[src/rtl/pipe_ctrl.sv]
// Hold/bubble sequencer for the five-stage MyProc2 pipeline: load-use stalls,
// taken-branch redirects, multi-cycle multiply stalls and HALT drain.
module pipe_ctrl #(
  parameter int REG_ADDR_W = 5,
  parameter int MUL_CYCLES = 4
) (
  input  logic                  clk,
  input  logic                  rst,
  input  logic [REG_ADDR_W-1:0] id_rs1,
  input  logic [REG_ADDR_W-1:0] id_rs2,
  input  logic                  id_use_rs1,
  input  logic                  id_use_rs2,
  input  logic [REG_ADDR_W-1:0] exe_rd,
  input  logic                  exe_wr_en,
  input  logic                  exe_is_load,
  input  logic                  exe_mul,
  input  logic                  exe_br_taken,
  input  logic                  exe_halt,
  output logic                  pc_en,
  output logic                  pc_sel_br,
  output logic                  if_id_en,
  output logic                  id_exe_en,
  output logic                  exe_mem_en,
  output logic                  if_id_flush,
  output logic                  id_exe_flush,
  output logic                  exe_mem_flush,
  output logic                  mul_done,
  output logic                  halted,
  output logic [1:0]            dbg_state
);

  typedef enum logic [1:0] {
    S_RUN   = 2'd0,
    S_MUL   = 2'd1,
    S_DRAIN = 2'd2,
    S_HALT  = 2'd3
  } state_t;

  // Start cycle counts as the first of MUL_CYCLES; the final cycle is cnt==0.
  localparam logic [3:0] MUL_INIT = 4'(MUL_CYCLES - 2);

  state_t     state, nxt_state;
  logic [3:0] cnt, nxt_cnt;
  logic       load_use;

  assign dbg_state = state;

  always_comb begin
    load_use = exe_is_load & exe_wr_en & (exe_rd != '0) &
               ((id_use_rs1 & (id_rs1 == exe_rd)) |
                (id_use_rs2 & (id_rs2 == exe_rd)));
  end

  always_comb begin
    pc_en         = 1'b1;
    pc_sel_br     = 1'b0;
    if_id_en      = 1'b1;
    id_exe_en     = 1'b1;
    exe_mem_en    = 1'b1;
    if_id_flush   = 1'b0;
    id_exe_flush  = 1'b0;
    exe_mem_flush = 1'b0;
    mul_done      = 1'b0;
    halted        = 1'b0;
    nxt_state     = state;
    nxt_cnt       = cnt;

    case (state)
      S_RUN: begin
        if (exe_br_taken) begin
          pc_sel_br    = 1'b1;
          if_id_flush  = 1'b1;
          id_exe_flush = 1'b1;
        end else if (exe_halt) begin
          pc_en        = 1'b0;
          if_id_flush  = 1'b1;
          id_exe_flush = 1'b1;
          nxt_cnt      = 4'd1;
          nxt_state    = S_DRAIN;
        end else if (exe_mul) begin
          pc_en         = 1'b0;
          if_id_en      = 1'b0;
          id_exe_en     = 1'b0;
          exe_mem_flush = 1'b1;
          nxt_cnt       = MUL_INIT;
          nxt_state     = S_MUL;
        end else if (load_use) begin
          pc_en        = 1'b0;
          if_id_en     = 1'b0;
          id_exe_flush = 1'b1;
        end
      end
      S_MUL: begin
        if (cnt != 4'd0) begin
          pc_en         = 1'b0;
          if_id_en      = 1'b0;
          id_exe_en     = 1'b0;
          exe_mem_flush = 1'b1;
          nxt_cnt       = cnt - 4'd1;
        end else begin
          mul_done  = 1'b1;
          nxt_state = S_RUN;
        end
      end
      S_DRAIN: begin
        pc_en        = 1'b0;
        if_id_flush  = 1'b1;
        id_exe_flush = 1'b1;
        if (cnt == 4'd0) nxt_state = S_HALT;
        else             nxt_cnt   = cnt - 4'd1;
      end
      S_HALT: begin
        pc_en         = 1'b0;
        if_id_flush   = 1'b1;
        id_exe_flush  = 1'b1;
        exe_mem_flush = 1'b1;
        halted        = 1'b1;
      end
      default: nxt_state = S_RUN;
    endcase

    // Reset forces every control low immediately, not at the next edge.
    if (rst) begin
      pc_en         = 1'b0;
      pc_sel_br     = 1'b0;
      if_id_en      = 1'b0;
      id_exe_en     = 1'b0;
      exe_mem_en    = 1'b0;
      if_id_flush   = 1'b0;
      id_exe_flush  = 1'b0;
      exe_mem_flush = 1'b0;
      mul_done      = 1'b0;
      halted        = 1'b0;
    end
  end

  always_ff @(posedge clk or posedge rst) begin
    if (rst) begin
      state <= S_RUN;
      cnt   <= 4'd0;
    end else begin
      state <= nxt_state;
      cnt   <= nxt_cnt;
    end
  end

endmodule

[config.mk]
export PLATFORM = sky130hd
export DESIGN_NAME = pipe_ctrl
export DESIGN_NICKNAME = d
export VERILOG_FILES = /design/src/rtl/pipe_ctrl.sv
export SDC_FILE = /design/constraint.sdc
export NUM_CORES = 1
export LEC_CHECK = 0
export CORE_ASPECT_RATIO = 1.1
export CORE_MARGIN = 2
export CORE_UTILIZATION = 42
export DETAILED_ROUTE_END_ITERATION = 6
export PLACE_DENSITY = 0.84
export SLEW_MARGIN = 20
export SYNTH_ARGS = -nofsm -noshare
export SYNTH_HDL_FRONTEND = slang
export SYNTH_SLANG_ARGS = --single-unit
[constraint.sdc]
create_clock -name clk -period 2.3 [get_ports clk]
set_input_delay 0.345 -clock clk [delete_from_list [all_inputs] [get_ports clk]]
set_output_delay 0.345 -clock clk [all_outputs]
set_load 0.1 [all_outputs]
==> run summary, run 1 <==
The flow ran to the end, and the final reports show no timing, DRC or antenna violations. The cell leakage power came out at 0.596 nW. Entering global routing, the biggest net connects 8 pins. The share of layout cells above drive strength 1 is 0.384. The TritonCTS clock tree is built. Summing every instance area after synthesis gives 696 um2. The remaining antenna violation count came out at 0. The peak supply drop is 0.00151 V. After detailed routing, the average wire length per cell comes to 18.0 um.

The power density of the placed cells came out at 1580 mW/mm2. In this run the number of H-tree levels came out at 1. With fillers left out, the area of the finished cells amounts to 0.00140 mm2. The initial cell density of the core came out at 0.447. The final number of max-transition violations is 0. The number of I/O port buffers came out at 35. The highest achievable clock rate came out at 435 MHz. The antenna diode instance count came out at 0.

The cell count after placement came out at 147. The number of antenna violations at the first check in global routing is 0. The root buffer cell chosen for the clock tree is clkbuf_4. The proportion of synthesized chip area in sequential cells came out at 0.216. The min-delay analysis places its worst path in the category reg2reg.

Of all nets on the critical path, the largest fanout is 3. For this run, the share of the core covered by cells in the final layout is 0.900. The die area came out at 0.00200 mm2.

The starting DRC count in detailed routing is 25. The number of warnings reported in the yosys synthesis log is 0. The number of nets in the layout came out at 170. Counting the buffers created by CTS gives 3.

The first-pass GRT wire length came out at 4080 um. Each instance of the synthesized netlist takes up on average 7.82 um2. The horizontal die dimension came out at 42.8 um. Summed over all instances, the cell type with the most area after synthesis is dfrtp_1. The leftover overflow at the end of global routing came out at 0. The number of hold violations in the final report came out at 0. At the pin with the least slew margin, the transition time is 0.358 ns.

The period utilization is 1.00. The top-area cell type share of the netlist area is 0.216. The number of global-route vias before repair is 930. Across all hold checks on the routed design, the worst slack comes to 0.511 ns. The all-layer global routing usage came out at 0.278. The number of top-level pins is 36. The clock latency of the later-clocked register in the worst-skew pair came out at 0.27 ns. The count of non-filler cells in the finished layout is 155. The arrival time at the worst endpoint is 1.95 ns. Summing all placed instances gives a cell area of 0.00129 mm2.

The first detailed-routing pass ran for 4 iterations. The half-perimeter wire length after detailed placement is 1810 um. In this run, synthesis produced a sequential element count of 6. The total DRC errors in the routed layout came out at 0.

Synthesis produced 89 cells. The floorplan core area came out at 0.00156 mm2. The data required time at the worst endpoint is 1.96 ns. The clock transition at the registers of the reported paths came out at 0.06 ns. The worst setup path is captured at an output port. The die height came out at 46.7 um. For this block, the via count after detailed routing is 900. For this design, the sink count on the clock tree is 6. STA classifies the critical path startpoint as an input pin. The final critical-path required period is 2.30 ns.

Relative to the synthesized area, the layout overhead comes to 102%. The final RePlAce weighted congestion is 0.848. The count of hold-fix buffers inserted at cts came out at 0. The final layout contains routed wiring with a total length of 2790 um. The clock tree buffer depth is 2. Setup repair after global routing could not meet its margin everywhere.

For the final routed database, the setup TNS stands at 0 ns. The critical path is of the in2out type. Max-cap violations in this run came to 0.

The worst clock skew on the final layout came out at 0.0176 ns. Setup violations remaining at the end of the flow were counted as 0. The number of nets in the synthesized netlist is 120.

The number of inserted filler cells in the final layout is 74. The ratio of routed vias to standard cells is 5.81. The tightest slew margin relative to the limit is 0.761. By area the synthesized netlist is led by dfrtp_1 22%, ha_1 13%, xor2_1 10%. The placement row count came out at 15.

The count of distinct cell types in the synthesized netlist is 32.
-- cells by family after synthesis --
group	Yosys count	share of synthesized area
DFF	6	0.216
buffers and inverters	7	0.0378
AOI/OAI and AO/OA	28	0.268
and+or+nand+nor	31	0.227
xor gates and xnor gates	10	0.126
adders and majority gates	7	0.126
-- per-stage QoR --
step                total power, mW  setup slack (ns)
floorplan                      1.43            -0.271
global placement               1.89            -0.237
detailed placement             1.93            -0.266
CTS                            2.07           0.00376
global route                   2.33           -0.0873
finish                         2.21           0.00103
-- worst max-delay path, stage by stage --
cell and delay, ns:
clkdlybuf4s50_1 0.48, xor2_1 0.20, nor4_2 0.06, a32oi_2 0.36, nor4_4 0.09, nor3_4 0.20
buf_12 0.20
-- path summary, 6_finish.rpt --
path,startpoint,end,slack (ns),cells after the start
max in group asynchronous,rst,cnt[2],1.63,3
worst min-delay path,cnt[1],cnt[1],0.51,1
worst max register to register,dbg_state[0],cnt[3],0.53,6
worst min register to register,cnt[1],cnt[1],0.51,1
worst max-delay path,id_rs2[4],pc_en,0.001,7
min in group asynchronous,rst,dbg_state[1],0.52,3
-- Yosys cell counts (all sizes together) --
| cell | instances |
|---|---|
| a211oi | 2 |
| a21boi | 1 |
| a21o | 1 |
| a21oi | 7 |
| a31oi | 1 |
| a32oi | 1 |
| a41o | 1 |
| and2 | 1 |
| and3 | 1 |
| dfrtp | 6 |
| ha | 7 |
| inv | 7 |
| nand2 | 5 |
| nand2b | 2 |
| nor2 | 11 |
| nor2b | 2 |
| nor3 | 2 |
| nor3b | 1 |
| nor4 | 3 |
| o211ai | 1 |
| o21a | 2 |
| o21ai | 8 |
| o21bai | 1 |
| o31a | 1 |
| o31ai | 1 |
| or2 | 2 |
| or4 | 1 |
| xnor2 | 2 |
| xor2 | 8 |
-- flip-flops by register name (all words and copies together), names as in the netlist --
name	cells
dbg_state	2
cnt	4
-- layer usage --
metal | global-route usage | part of all wire | vias to the layer above
li1 | - | - | 414
met1 | 0.291 | 0.37 | 439
met2 | 0.536 | 0.53 | 39
met3 | 0.0980 | 0.073 | 8
met4 | 0.0625 | 0.023 | 0
met5 | 0 | 0 | -
-- final cells by class --
cell class	instances	area (um2)	area share
flip-flops and latches	6	158	0.112
inverters	7	30.0	0.0214
clock buffers	4	26.3	0.0187
multi-input cells	76	658	0.469
well taps	17	21.3	0.0152
repair buffers	45	509	0.363
-- layout by cell type, fill, tap and decap left out, drive strengths merged, types with 3 or more instances in the layout --
cell,count
nand2,5
xor2,8
buf,22
nor4,3
nor2,11
dlygate4sd2,9
inv,6
ha,7
dfrtp,6
clkbuf,4
o21ai,8
a21oi,7
clkdlybuf4s50,14
-- report_power, final --
group / leakage, nW / switching (mW) / internal, mW
Sequential: 0.0718 / 0.0699 / 0.172
Combinational: 0.509 / 1.17 / 0.682
Clock: 0.0150 / 0.0495 / 0.0664
-- what timing repair did --
action / in CTS / in global routing
resized for setup: 14 / 7
endpoints found under the setup margin: 3 / 3
pin swaps: 6 / 2
setup buffers: 0 / 4
(Power assumes the default switching activity.)
==> inputs of run 2 (changes only) <==
Settings changed: CORE_MARGIN 2 to 8, CORE_UTILIZATION 42 to 35, PLACE_DENSITY 0.84 to 0.73.
Clock period 2.3 ns to 1.98 ns, I/O delays scaled along.
==> run 2 against run 1 <==
  * The flow now finishes with violations (negative setup slack)
  * Sequential power is 13% higher
  * Power is 41% higher
  * Final cell count is 20% higher
  * Sequential share of layout area is 1.9 points lower
  * Die area is 84% higher
  * Via count is 6.7% higher
  * Global-route usage is 9.6 points lower
==> run summary, run 2 (synthesis gave the netlist of run 1 again) <==
The run finished, with violations left. The checks that failed: negative setup slack. The depth of the worst register-to-register path is 8.

The slew at the pin with the worst max-slew slack is 0.322 ns. The type of the worst setup path is in2out. The share of layout cells above drive strength 1 is 0.582.

The cell count after placement is 167. The remaining antenna violation count came out at 0. For this run, the post-layout net count is 190. The cell that appears most often on the critical path is buf_6. Leaving out fill and tap cells, the most frequent cell in the layout is buf_4. The footprint of the flip-flops and latches came out at 158 um2. The root cell of the clock tree is clkbuf_4. The detailed-route via count is 960.

The starting DRC count in detailed routing came out at 18. The worst setup path is captured at an output port. The number of sinks driven by the clock tree came out at 6. The top cell types in the final layout, fill and taps aside, are 25 x buf_4, 10 x clkdlybuf4s50_1, 10 x buf_12, 8 x buf_6. The average wire per standard cell is 19.5 um. The flip-flop count of the largest register, all copies and words added came out at 4. The count of hold-fix buffers inserted at cts came out at 0. The number of inserted filler cells in the final layout is 92. Of all nets on the critical path, the largest fanout is 3. The H-tree depth came out at 1.

The number of global-route vias before repair came out at 1059. For the worst-skew pair, the clock arrives at the later sink with an insertion delay of 0.26 ns. The longest individual stage delay on the worst path came out at 0.53 ns. The detailed-routing iteration count for the pre-antenna-repair pass came out at 4. In the routed design, unresolved DRC markers number 0.

The clock passes through at most 2 buffers. The fraction of power consumed by sequential logic came out at 0.088. Of the total power, the clock network draws 0.042. Summed over all layers, the global routing overflow is 0. The switching portion of total power came out at 0.552. The die area is 0.00367 mm2. The worst clock skew on the final layout came out at 0.00387 ns. The share of total power dissipated in combinational logic is 0.869. The die height came out at 62.8 um.

The number of top-level pins came out at 36. Setup repair after global routing could not meet its margin everywhere. The worst setup slack for register-to-register paths came out at 0.20 ns.

The post-route worst hold slack is 0.575 ns. The critical path goes through buf_6 -> buf_6 -> or4_4 -> o211ai_4 -> buf_6 -> buf_4 -> o31a_4 -> buf_12. The number of buffers created by CTS came out at 3. The final number of max-transition violations was 0. The floorplan step defined a core boundary enclosing 0.00194 mm2.

For this design the static power due to leakage is 0.727 nW. Across every metal layer, demand over resource in global routing totals 0.183. TritonCTS built the clock tree. Once routing completed, OpenROAD measured the worst setup slack at -0.176 ns.

IR analysis of the VDD net gives a maximum drop of 0.00178 V. The ratio of routed vias to standard cells came out at 5.16. After clock tree synthesis, the clock-pin slew on the worst setup and hold paths is 0.05 ns. The tightest min-delay check is of the in2async type. The final layout contains routed wiring with a total length of 3640 um. For this run, the top clock speed supported by timing is 464 MHz. The worst setup path is launched from an input pin.

The first-pass GRT wire length is 5180 um. The worst setup path startpoint is exe_rd[3]. The placement row count is 17. The smallest clock period supported by the final layout is computed as 2.16 ns.

The largest net degree at the start of global routing came out at 8. Setup violations remaining at the end of the flow were counted as 6. The tightest slew margin relative to the limit is 0.785. The worst register-to-register path begins at dbg_state[0]. The number of antenna violations at the first check in global routing came to 0. cnt holds more flip-flops than any other register. The data required time at the worst endpoint came out at 1.68 ns. The number of hold violations in the final report came out at 0.

Max-cap violations in this run came to 0. The arrival time at the worst endpoint is 1.86 ns. The final RePlAce weighted congestion came out at 0.896. The footprint of the multi-input gates came out at 778 um2. The half-perimeter wire length after detailed placement is 2170 um. In this run the critical register-to-register path is captured at dbg_state[0]. The period utilization is 1.09.

The number of I/O port buffers is 35. For this design, the slowest cell found on the critical path is or4_4. The power density of the placed cells is 1840 mW/mm2.

The count of non-filler cells in the finished layout is 186. The antenna diode instance count came out at 0. The horizontal die dimension came out at 58.5 um. The area overhead of the layout relative to synthesis came out at 144%. The internal portion of the total power is 1.40 mW.

The initial cell density of the core came out at 0.359. For this design the total switching power over the nets is 1.72 mW.
==> run 2: cell types whose count changed in the layout (fill, tap and decap cells not counted), moves of 2 or more <==
cell,previous run,this run
clkbuf_2,0,4
clkdlybuf4s50_1,14,10
nor2_4,0,2
buf_6,0,8
nor2_1,9,7
buf_4,12,25
ha_1,4,1
dlygate4sd2_1,9,5
inv_2,2,0
inv_4,0,2
buf_2,0,2
ha_4,0,3
==> run 2: stage by stage <==
stage / cell area [um2] / worst slack [ns] / TNS (ns) / total power [mW] / utilization
finish: 1700 / -0.176 / -0.654 / 3.12 / 0.877
global route: 1700 / -0.252 / -1.01 / 3.25 / 0.877
CTS: 1640 / -0.145 / -0.460 / 2.82 / 0.849
detailed placement: 1430 / -0.542 / -1.55 / 2.39 / 0.738
global placement: 1430 / -0.479 / -1.31 / 2.35 / 0.738
floorplan: 836 / -0.480 / -1.52 / 1.75 / -
==> run 2: how the worst max path moves through the flow <==
stage,endpoint,slack (ns)
finish,if_id_en,-0.18
global route,if_id_en,-0.25
CTS,if_id_en,-0.14
detailed placement,pc_en,-0.54
global placement,id_exe_flush,-0.48
floorplan,if_id_en,-0.48
==> run 2: timing repair <==
action / 4_1_cts / 5_1_grt
buffers inserted: 14 / 2
resized for setup: 46 / 20
endpoints found under the setup margin: 6 / 7
pin swaps: 16 / 13
==> run 2: power groups by stage <==
stage / Sequential [mW] / Combinational, mW / Clock, mW
after floorplan: 0.426 / 1.32 / 0
after global placement: 0.285 / 2.07 / 0
after detailed placement: 0.288 / 2.10 / 0
after CTS: 0.270 / 2.42 / 0.132
after global routing: 0.283 / 2.83 / 0.140
final: 0.274 / 2.71 / 0.132
==> run 2: cell type report <==
| cell class | instances | share of cell area |
|---|---|---|
| multi-input cells | 76 | 0.459 |
| repair buffers | 65 | 0.392 |
| flip-flops and latches | 6 | 0.0929 |
| inverters | 7 | 0.0206 |
| well taps | 28 | 0.0206 |
| clock buffers | 4 | 0.0155 |
==> run 2: critical path, delay by kind of cell <==
kind,cells,cell delay (ns)
buffers and inverters,5,0.59
and+or+nand+nor,1,0.53
AOI/OAI and AO/OA,2,0.43
==> run 2: routing by layer <==
metal  part of all wire  routed length [um]  up-vias  track usage
li1                   -                   -      453            -
met5                  0                   0        -            0
met4              0.015                  55        0       0.0399
met2               0.54                1970       43        0.334
met3              0.070                 255        7       0.0576
met1               0.37                1360      457        0.194
==> inputs of run 3 (changes only) <==
Settings changed: CORE_UTILIZATION 35 to 36, CTS_BUF_LIST set to sky130_fd_sc_hd__clkbuf_4 sky130_fd_sc_hd__clkbuf_8, PLACE_DENSITY 0.73 to 0.75.
==> run 3 against run 2 <==
  * The run still ends with negative setup slack left
  * Worst setup slack better by 0.0018 ns
  * Register-to-register slack got worse by 0.37 ns
  * Flip-flop and latch count did not move
  * Maximum frequency about the same
  * Wire length up 31%
  * Sequential share of layout area shrank 0.20 points
  * Die area is 2.0% lower
  * Count of clock-buffer cells in the layout unchanged
  * Sequential power is 6% higher
  * Critical path depth unchanged
  * Combinational power grew 7%
  * Largest power group unchanged
==> run summary, run 3 (synthesis gave the netlist of run 1 again) <==
The run finished, with violations left. The final reports fail on negative setup slack. STA classifies the critical path startpoint as a register. The number of global-route vias before repair is 1060. Dividing the detail-routed wire length by the instance count gives 26.9 um.

Entering global routing, the biggest net connects 8 pins. The highest achievable clock rate came out at 464 MHz. The die is 62.1 um tall. The part of the total power dissipated in the clock network came out at 0.045. The routed wire length came out at 4780 um.

The slew at the pin with the worst max-slew slack is 0.374 ns. The finished layout cell area is 0.00173 mm2. The antenna diode instance count is 0.

From synthesis to final layout, the design area changed by 149%. The final number of max-transition violations was 0. The number of buffers created by CTS came out at 3. The half-perimeter wire length after detailed placement is 2000 um. After detailed placement, the total cell area comes to 0.00139 mm2.

The die area came out at 0.00360 mm2. The first-pass GRT wire length is 5370 um. The fraction of power consumed by sequential logic came out at 0.087.

The share of layout cells above drive strength 1 is 0.650. The number of hold violations in the final report came out at 0. Counting flops per register, the top entry is cnt. The switching portion of total power came out at 0.565. The total negative slack is -0.859 ns. The total overflow left after global routing is 0. The initial cell density of the core came out at 0.386.

The ratio of routed vias to standard cells came out at 6.49. The starting DRC count in detailed routing is 48. The data required time at the worst endpoint came out at 1.68 ns. The clock latency of the later-clocked register in the worst-skew pair is 0.26 ns. The clock drives 6 sinks.

The number of antenna violations at the first check in global routing came out at 0. The critical path is of the reg2out type. The final critical-path required period came out at 2.15 ns. The core occupancy in the finished layout came out at 0.963. The total DRC errors in the routed layout is 0. The cell leakage power is 0.751 nW. Dividing the final minimum period by the clock period gives 1.09. The total area inside the core boundary comes to 0.00180 mm2.

The number of setup violations in the final report came out at 12. The number of nets in the layout is 192. In this run the count of I/O pins placed on the die edge is 36. Setup repair after global routing could not meet its margin everywhere. The final worst-path setup slack came out at -0.174 ns. The count of hold-fix buffers inserted at cts came out at 0. The clock transition at the registers of the reported paths is 0.07 ns. TritonCTS built the clock tree. The net switching power is 1.89 mW. The number of I/O port buffers came out at 35. The remaining antenna violation count came out at 0. The arrival time at the worst endpoint came out at 1.86 ns. The all-layer global routing usage came out at 0.187. The tightest min-delay check is of the in2async type.

The final RePlAce weighted congestion came out at 0.896. The cell internal power dissipation came out at 1.45 mW. The placement row count came out at 16. The die is 57.9 um wide. Of the total power, combinational logic draws 0.869. The tightest slew margin relative to the limit came out at 0.748. The detailed-routing iteration count for the pre-antenna-repair pass is 4. The tree is rooted in a clkbuf_4. The flip-flop count of the largest register, all copies and words added is 4.

The H-tree depth came out at 1. The clock tree buffer depth is 2. Across all register-to-register paths, the minimum setup slack is -0.17 ns. The worst clock skew on the final layout came out at 0.0230 ns. The top cell types in the final layout, fill and taps aside, are 29 x buf_4, 10 x buf_12, 7 x nor2_1, 7 x clkdlybuf4s50_1, 7 x buf_6.

The leading cell type in the layout, fill and taps excluded is buf_4. The worst-case IR drop observed on VDD is 0.00151 V. The maximum fanout encountered on the critical timing path is 2. The detailed-route via count is 1155. The tool flagged a number of max-cap violations equal to 0. The power density of the placed cells came out at 1930 mW/mm2.

STA classifies the critical path endpoint as an output port.
[run 3: cell count changes in the layout (fill, tap and decap cells not counted), moves of 3 or more]
cell and delta:
buf_4 +4, clkdlybuf4s50_1 -3, inv_1 -3, inv_2 +3
nand2_2 +3, xor2_1 -3, xor2_2 +3
[run 3: cell type report]
cell class | count | area, um2
fillers | 33 | 67.6
repair buffers | 67 | 683
multi-input cells | 76 | 806
clock buffers | 4 | 30.0
inverters | 7 | 35.0
well taps | 18 | 22.5
flip-flops and latches | 6 | 158
[run 3: worst max-delay path, cell delays in order, from the launching register on]
cell      delay, ns
dfrtp_1        0.37
inv_2          0.06
ha_4           0.15
buf_4          0.14
nand2b_1       0.11
or2_2          0.19
nand2_2        0.09
a211oi_4       0.28
buf_12         0.21
[run 3: metal layers]
metal,share of wire,vias up,global-route usage,wire (um)
li1,-,453,-,-
met1,0.33,526,0.190,1560
met2,0.48,126,0.353,2280
met3,0.11,50,0.0473,521
met4,0.087,0,0.0613,418
met5,0,-,0,0
[run 3: repair_timing]
item | in CTS | in global routing
setup buffers | 17 | 3
pin swaps | 18 | 16
resized for setup | 59 | 30
endpoints found under the setup margin | 5 | 7
[run 3: path summary, 6_finish.rpt]
kind                                   start             to  cells past startpoint
worst max-delay path                  cnt[1]  exe_mem_flush                      8
worst min-delay path                     rst   dbg_state[1]                      3
worst max register to register  dbg_state[1]         cnt[2]                      7
worst min register to register        cnt[0]         cnt[0]                      2
max in group asynchronous                rst         cnt[3]                      3
min in group clk                      cnt[0]         cnt[0]                      2
[run 3: stage by stage]
stage	setup slack, ns	total power [mW]	cells	hold slack, ns
after floorplan	-0.480	1.75	89	0.241
after global placement	-0.442	2.36	154	0.490
after detailed placement	-0.505	2.39	154	0.493
after CTS	-0.0833	2.92	175	0.498
after global routing	-0.191	3.42	178	0.650
final	-0.174	3.34	178	0.604
[run 3: power by group through the flow]
| stage | logic [mW] | clock network (mW) | registers [mW] |
|---|---|---|---|
| finish | 2.90 | 0.149 | 0.291 |
| global route | 2.97 | 0.156 | 0.295 |
| CTS | 2.51 | 0.147 | 0.268 |
| detailed placement | 2.11 | 0 | 0.278 |
| global placement | 2.08 | 0 | 0.277 |
| floorplan | 1.32 | 0 | 0.426 |
